### src/rtl/led_disp_pkg.sv
// Shared definitions for the LED value scanner: FSM state encoding and
// default build-time constants.
package led_disp_pkg;

  typedef enum logic [1:0] {
    IDLE = 2'd0,
    SHOW = 2'd1,
    GAP  = 2'd2
  } disp_state_e;

  localparam int DEF_DIGIT_W      = 4;
  localparam int DEF_NUM_DIGITS   = 4;
  localparam int DEF_DWELL_CYCLES = 6_000_000;
  localparam int DEF_GAP_CYCLES   = 3_000_000;
  localparam int DEF_PWM_W        = 8;

endpackage

### src/rtl/pwm.sv
// Free-running PWM. The duty is latched once per period so a mid-period
// change never produces a runt pulse.
module pwm #(
  parameter int WIDTH = 8
) (
  input  logic             clk,
  input  logic             rst,
  input  logic [WIDTH-1:0] duty,
  output logic             pwm_out
);

  logic [WIDTH-1:0] phase;
  logic [WIDTH-1:0] duty_l;

  always_ff @(posedge clk) begin
    if (rst) begin
      phase   <= '0;
      duty_l  <= '0;
      pwm_out <= 1'b0;
    end else begin
      phase <= phase + 1'b1;
      if (phase == '1) begin
        duty_l <= duty;
      end
      pwm_out <= (phase < duty_l);
    end
  end

endmodule

### src/rtl/led_value_scanner.sv
// Shows a multi-digit value one digit at a time on a small LED bank, with a
// PWM brightness cue for the digit position and a one-entry input buffer.
//
//   state | meaning
//   IDLE  | blank, waiting for a pending value
//   SHOW  | one digit on the LEDs for the dwell time, then the next digit
//   GAP   | blank between frames; at the end load pending, repeat, or idle
module led_value_scanner
  import led_disp_pkg::*;
#(
  parameter int DIGIT_W      = DEF_DIGIT_W,
  parameter int NUM_DIGITS   = DEF_NUM_DIGITS,
  parameter int DWELL_CYCLES = DEF_DWELL_CYCLES,
  parameter int GAP_CYCLES   = DEF_GAP_CYCLES,
  parameter int PWM_W        = DEF_PWM_W
) (
  input  logic                          clk,
  input  logic                          rst,
  input  logic [DIGIT_W*NUM_DIGITS-1:0] in_value,
  input  logic                          in_valid,
  output logic                          in_ready,
  input  logic                          repeat_en,
  output logic [DIGIT_W-1:0]            leds,
  output logic                          led_pos,
  output logic [$clog2(NUM_DIGITS)-1:0] digit_idx,
  output logic                          busy,
  output logic                          frame_done
);

  localparam int VAL_W   = DIGIT_W * NUM_DIGITS;
  localparam int IDX_W   = $clog2(NUM_DIGITS);
  localparam int DG_MAX  = (DWELL_CYCLES > GAP_CYCLES) ? DWELL_CYCLES : GAP_CYCLES;
  localparam int CNT_W   = $clog2((DG_MAX > 2) ? DG_MAX : 2);
  localparam bit HAS_GAP = (GAP_CYCLES > 0);

  localparam logic [CNT_W-1:0] DWELL_TC = CNT_W'(DWELL_CYCLES - 1);
  localparam logic [CNT_W-1:0] GAP_TC   = CNT_W'((GAP_CYCLES > 0) ? GAP_CYCLES - 1 : 0);
  localparam logic [IDX_W-1:0] LAST_IDX = IDX_W'(NUM_DIGITS - 1);

  disp_state_e      state, state_n;
  logic [CNT_W-1:0] cnt, cnt_n;
  logic [IDX_W-1:0] idx, idx_n;
  logic [VAL_W-1:0] disp_reg, disp_n;
  logic [VAL_W-1:0] pend_reg;
  logic             pending_full;
  logic             pend_take;
  logic             accept;
  logic             last_tick;
  logic             frame_end;
  logic [DIGIT_W-1:0] cur_digit;
  logic [PWM_W-1:0]   duty;

  // Brightness halves twice per position; the last digit is always dark.
  function automatic logic [PWM_W-1:0] pos_duty(input logic [IDX_W-1:0] k);
    logic [PWM_W:0] full;
    logic [PWM_W:0] v;
    full = {1'b1, {PWM_W{1'b0}}};
    v    = full >> {k, 1'b0};
    if (k == LAST_IDX) begin
      return '0;
    end
    if (v[PWM_W]) begin
      return '1;
    end
    return v[PWM_W-1:0];
  endfunction

  assign in_ready = !pending_full;
  assign accept   = in_valid && !pending_full;
  assign busy     = (state != IDLE);

  always_ff @(posedge clk) begin
    if (rst) begin
      pending_full <= 1'b0;
      pend_reg     <= '0;
    end else if (accept) begin
      pending_full <= 1'b1;
      pend_reg     <= in_value;
    end else if (pend_take) begin
      pending_full <= 1'b0;
    end
  end

  always_comb begin
    cur_digit = '0;
    for (int i = 0; i < NUM_DIGITS; i++) begin
      if (idx == IDX_W'(i)) begin
        cur_digit = disp_reg[VAL_W-1-i*DIGIT_W -: DIGIT_W];
      end
    end
  end

  always_ff @(posedge clk) begin
    if (rst) begin
      state    <= IDLE;
      cnt      <= '0;
      idx      <= '0;
      disp_reg <= '0;
    end else begin
      state    <= state_n;
      cnt      <= cnt_n;
      idx      <= idx_n;
      disp_reg <= disp_n;
    end
  end

  always_comb begin
    state_n   = state;
    cnt_n     = cnt;
    idx_n     = idx;
    disp_n    = disp_reg;
    pend_take = 1'b0;
    last_tick = 1'b0;
    frame_end = 1'b0;

    unique case (state)
      IDLE: begin
        cnt_n = '0;
        idx_n = '0;
        if (pending_full) begin
          disp_n    = pend_reg;
          pend_take = 1'b1;
          state_n   = SHOW;
        end
      end
      SHOW: begin
        if (cnt == DWELL_TC) begin
          cnt_n = '0;
          if (idx != LAST_IDX) begin
            idx_n = idx + 1'b1;
          end else begin
            last_tick = 1'b1;
            if (HAS_GAP) begin
              state_n = GAP;
            end else begin
              frame_end = 1'b1;
            end
          end
        end else begin
          cnt_n = cnt + 1'b1;
        end
      end
      GAP: begin
        if (cnt == GAP_TC) begin
          cnt_n     = '0;
          frame_end = 1'b1;
        end else begin
          cnt_n = cnt + 1'b1;
        end
      end
      default: begin
        state_n = IDLE;
        cnt_n   = '0;
        idx_n   = '0;
      end
    endcase

    // A newer value always wins over replaying the current one.
    if (frame_end) begin
      idx_n = '0;
      if (pending_full) begin
        disp_n    = pend_reg;
        pend_take = 1'b1;
        state_n   = SHOW;
      end else if (repeat_en) begin
        state_n = SHOW;
      end else begin
        state_n = IDLE;
      end
    end
  end

  always_ff @(posedge clk) begin
    if (rst) begin
      leds       <= '0;
      digit_idx  <= '0;
      duty       <= '0;
      frame_done <= 1'b0;
    end else begin
      frame_done <= last_tick;
      if (state == SHOW) begin
        leds      <= cur_digit;
        digit_idx <= idx;
        duty      <= pos_duty(idx);
      end else begin
        leds      <= '0;
        digit_idx <= '0;
        duty      <= '0;
      end
    end
  end

  pwm #(
    .WIDTH(PWM_W)
  ) u_pwm (
    .clk    (clk),
    .rst    (rst),
    .duty   (duty),
    .pwm_out(led_pos)
  );

endmodule

### config.mk
export PLATFORM = sky130hd
export DESIGN_NAME = led_value_scanner
export DESIGN_NICKNAME = d
export VERILOG_FILES = /design/src/rtl/led_disp_pkg.sv /design/src/rtl/pwm.sv /design/src/rtl/led_value_scanner.sv
export SDC_FILE = /design/constraint.sdc
export NUM_CORES = 1
export LEC_CHECK = 0
export CORE_UTILIZATION = 55
export CTS_CLUSTER_DIAMETER = 80
export CTS_CLUSTER_SIZE = 14
export DETAILED_ROUTE_END_ITERATION = 16
export PLACE_DENSITY = 0.76
export SYNTH_ARGS = -nofsm -noshare
export SYNTH_HDL_FRONTEND = slang
export SYNTH_HIERARCHICAL = 1
export SYNTH_SLANG_ARGS = --single-unit
### constraint.sdc
create_clock -name clk -period 4.2 [get_ports clk]
set_input_delay 0.42 -clock clk [delete_from_list [all_inputs] [get_ports clk]]
set_output_delay 0.42 -clock clk [all_outputs]
set_load 0.03 [all_outputs]
== Word level (Yosys, flattened, before mapping) ==
Cells that the tools add are included.

* Add/subtract/negate cells: 3
* $lt $le $gt $ge: 1
* Eq/ne operators: 15
* Shifts and indexed selects: 1
* Muxes and demuxes: 41
* Bitwise logic cells: 3
* Reductions and logical operators: 11

{| class="wikitable"
|+ Operators with widths
! kind !! count
|-
| $mux 16 || 4
|-
| $mux 23 || 2
|-
| $pmux 23 s2 || 1
|-
| $mux 8 || 4
|-
| $add 23x1->23 const B || 1
|-
| $eq 23x22->1 const B || 1
|-
| $eq 23x23->1 const B || 1
|-
| $mux 1 || 18
|-
| $mux 4 || 4
|-
| $mux 2 || 6
|-
| $ne 3x3->1 const B || 3
|-
| $shr 9x3->9 const A || 1
|-
| $add 8x1->8 const B || 1
|-
| $eq 8x8->1 const B || 1
|-
| $lt 8x8->1 || 1
|-
| $ne 2x2->1 const B || 4
|-
| $eq 2x2->1 const B || 3
|-
| $pmux 2 s3 || 1
|-
| $eq 2x1->1 const B || 2
|-
| $logic_not 2->1 || 2
|-
| $pmux 2 s2 || 1
|-
| $reduce_and 4->1 || 1
|-
| $reduce_bool 2->1 || 2
|-
| $reduce_or 2->1 || 2
|-
| other kinds (6) || 8
|}

* Register bits after elaboration: 92

== Depth between registers and ports, before layout ==
* Depth in word-level cells: 9
* Mapped depth: 9
* Depth with buffers taken out: 7

== Cells and area by module ==
The synthesis kept the hierarchy.

{| class="wikitable"
|+ Modules (own cells, without submodules)
! module !! times used !! cells an instance !! area each (um^2) !! sequential area each (um^2)
|-
| led_value_scanner || 1 || 356 || 3144.3 || 1421.4
|-
| pwm || 1 || 91 || 858.3 || 340.3
|}

== Worst setup path before layout ==
No wires, ideal clock.

* Path type: reg-to-reg
* From: reg cnt[0]
* To: reg (tool-made name)
* Data arrival time: 1996 ps
* Required time: 4128 ps
* Path slack: 2133 ps
* Stages on the path, launching flop included: 9
* Clock period less this slack: 2067 ps
* Cells stage by stage: dfxtp_1 > ha_1 > and3_1 > nand3_1 > nor4_2 > o21a_1 > buf_4 > buf_4 > mux2i_1

{| class="wikitable"
|+ RTL lines
! item !! RTL line !! source
|-
| start: declaration || led_value_scanner.sv:41 || <nowiki>logic [CNT_W-1:0] cnt, cnt_n;</nowiki>
|-
| start signal: assignment || led_value_scanner.sv:101 || <nowiki>cnt <= cnt_n;</nowiki>
|}

==> key figures <==
STA
  – Setup TNS Final: 0 ns
  – Post-Route Skew: 0.0101 ns
  – Slew @ Worst Pin: 1.01 ns
  – Hold Fails Final Rpt: 0
  – Max Fclk: 374 MHz
  – Setup violators final: 0
  – Slew HR: around a third
  – Final worst-path cycle share: between 60% and 70%
  – RSZ-0062 raised after global routing: false
  – Slew Viols, Final: 0
  – Fin crit period: ~2.7 ns

Drt
  – 1st-iter DRT viols: ~110
  – Vias per cell: about 5.2
  – Drt drc: 0
  – Wire length per cell: about 13 um
  – Drt pass-1 iters: 4
  – Via count: a little under 3000
  – Wirelength, routed: ~7.2 mm
  – Post-route ant nets: 0

Worst setup path
  – Delay-heaviest family, CP: simple AND/OR/NAND/NOR gates
  – Required @ worst endpoint: about 4.5 ns
  – Slowest cell on crit path: o21a_1
  – Reg-to-Reg Start: cnt[0]$_SDFF_PP0_
  – Reg-to-reg setup timing slack: 1.53 ns
  – Worst-path cell chain: ha_1 > and3_1 > nand3_1 > nor4_2 > o21a_1 > mux2i_1
  – CP Buf/Inv Count: 0
  – Crit path launch type: register
  – Max incr delay on CP: 0.80 ns
  – Critical path arrival: approximately 3.0 ns
  – Type of the worst setup path: register to register
  – Maximum net fanout on the critical path: 17
  – FF-to-FF path depth: 6
  – CP Capture Type: register

Floorplanning
  – Cell row count: 30
  – Die ar.: ~0.0076 sq mm
  – Die width: just under 90 um
  – Core box area: between 0.006 and 0.007 sq mm
  – IO Pins: 30
  – Initial Util: approximately 58%
  – DIE HEIGHT: ~87 um

Min path
  – Hold Path Class: input pin to register
  – Hold path depth: 2
  – Min-delay src: rst
  – WHS Endpoint: pend_reg[0]$_SDFFE_PP0P_

Clocking
  – CTS tree: yes
  – Cts repair resizes: 0
  – H-tree depth: 3
  – Skew-Pair Late Insertion Delay: 0.36 ns
  – Clock transition at path regs: approximately 0.10 ns
  – Post-CTS setup buffer count: 0
  – Inserted Clock Buffers: 9
  – Clk sinks: 88
  – Hold_buf cts: 0
  – Clock buffer depth: 2
  – Clock root buffer: clkbuf_8

Logic synthesis
  – Leading area contributor after synthesis: dfxtp_1
  – Ranking of synthesized cells by area: dfxtp_1, nand2b_1, mux2i_1
  – Unique cell type count in the Yosys netlist: 48
  – #FFs+latches synth: 88
  – EDFF count, synth: 0
  – Ys Warns: 6
  – Top cell type's share of synthesized area: between 40% and 50%
  – Synthesized area per cell: roughly 9 sq um
  – Post-Syn Instances: ~450
  – Post-synthesis sequential area ratio: ~44%
  – Ys async rst share: 0%
  – Top_reg_cell synth: dfxtp_1
  – Post-synth net total: 483
  – Cell Area, Synth: approximately 0.004 sq mm

Placement
  – Placed Cells incl. Taps: between 500 and 600
  – Routability Congestion: around 0.85
  – Placed Area: about 0.0043 sq mm
  – DP Wirelength: between 5 and 6 mm
  – IO buf count: 29

GRT
  – Vias in the first global route: approximately 2800
  – GRT Total Usage: between 20 and 25%
  – Largest net degree at the start of global routing: 63
  – First-pass GRT wire length: 12.1 mm
  – Grt total ovfl: 0
  – Antenna violations before repair: 0

Power
  – P per Cell Area: between 300 and 400 mW/mm^2
  – Static Leak: between 1.5 and 2 nW
  – Maximum VDD drop: ~0.24 mV
  – Power, Total: roughly 1.7 mW

Layout
  – Fraction of layout cells with a size suffix above 1: approximately 5.7%
  – Layout Area Growth over Synthesis: 13.5%
  – N_diodes: 0
  – Design area: 0.00454 sq mm
  – Final-layout fill cell count: 595
  – Nets: 504
  – Non-filler instance count after layout: 569

Job
  – Max-Cap Viols: 0

Outcome
  – Status: completed
## worst reg2reg max path, delay by kind of cell (launching register included)
family / cells / cell delay [ns]
simple gates: 3 / 0.94
compound gates: 1 / 0.80
flops: 1 / 0.39
mux: 1 / 0.27
fa+ha+maj: 1 / 0.21
## power by group
| group | switching, mW | internal, mW | total (mW) |
|---|---|---|---|
| Clock | 0.323 | 0.349 | 0.672 |
| Sequential | 0.0179 | 0.862 | 0.880 |
| Combinational | 0.0905 | 0.0771 | 0.168 |
## stage by stage
step	util [%]	worst slack [ns]	hold WS [ns]
3_5_place_dp	62.4	1.50	0.447
5_1_grt	65.8	1.27	0.451
6_report	65.8	1.53	0.453
2_1_floorplan	-	2.13	0.430
3_3_place_gp	62.4	1.58	0.443
4_1_cts	65.8	1.48	0.436
## metal layers
| layer | up-vias | global-route usage [%] | wire (um) |
|---|---|---|---|
| met4 | 0 | 8.05 | 55 |
| met5 | - | 0 | 0 |
| li1 | 1548 | - | - |
| met3 | 7 | 4.83 | 225 |
| met1 | 1377 | 24.4 | 3350 |
| met2 | 39 | 34.5 | 3520 |
## worst max-delay path by stage
stage	start	slack [ns]	end	cells after the start
final	cnt[0]$_SDFF_PP0_	1.53	register	6
after global routing	cnt[0]$_SDFF_PP0_	1.27	register	6
after CTS	cnt[0]$_SDFF_PP0_	1.48	register	6
after detailed placement	cnt[0]$_SDFF_PP0_	1.50	register	6
after global placement	cnt[0]$_SDFF_PP0_	1.58	register	6
after floorplan	cnt[0]$_SDFF_PP0_	2.13	register	8
## cells by family after synthesis
kind of cell	count (synthesis)	synth area share, %
multiplexers	29	7.25
buffers and inverters	39	4.44
AO/OA/AOI/OAI	52	8.03
adder cells (fa/ha/maj)	16	5.00
flip-flops	88	44.0
XOR/XNOR	23	5.03
AND/OR/NAND/NOR	200	26.2
## final cells by class
cell class                      count  area [sq um]  area share (%)
Clock buffer                        9           124            2.73
Tap cell                           96           120            2.64
Clock inverter                      7           110            2.42
Inverter                           19          71.3            1.57
Multi-Input combinational cell    320          2060            45.4
Sequential cell                    88          1760            38.8
Timing Repair Buffer               30           293            6.44
## cell usage in the layout, fill, tap and decap left out, types with 3 or more instances in the layout
cell type        count
dfxtp_1             88
nand2b_1            51
nand2_1             49
nor2_1              41
mux2i_1             29
clkdlybuf4s50_1     28
a21oi_1             26
inv_1               19
ha_1                16
nand3_1             15
xor2_1              15
clkbuf_8             9
nand4_1              8
xnor2_1              8
and3_1               5
o21ai_0              5
nor4_1               4
nor3_1               4
o22ai_1              4
o21a_1               3
or3_2                3
nor2b_1              3
a211oi_1             3
inv_8                3
## synth_stat cells, types with 3 or more instances
cell type / n
a211oi_1: 3
a21oi_1: 26
and3_1: 5
buf_4: 5
clkbuf_1: 12
dfxtp_1: 88
ha_1: 16
inv_1: 19
mux2i_1: 29
nand2_1: 49
nand2b_1: 51
nand3_1: 15
nand4_1: 8
nor2_1: 41
nor2b_1: 3
nor3_1: 4
nor4_1: 4
o21a_1: 3
o21ai_0: 5
o22ai_1: 4
or3_2: 3
xnor2_1: 8
xor2_1: 15
No activity file was read; power rests on OpenSTA's default activity.
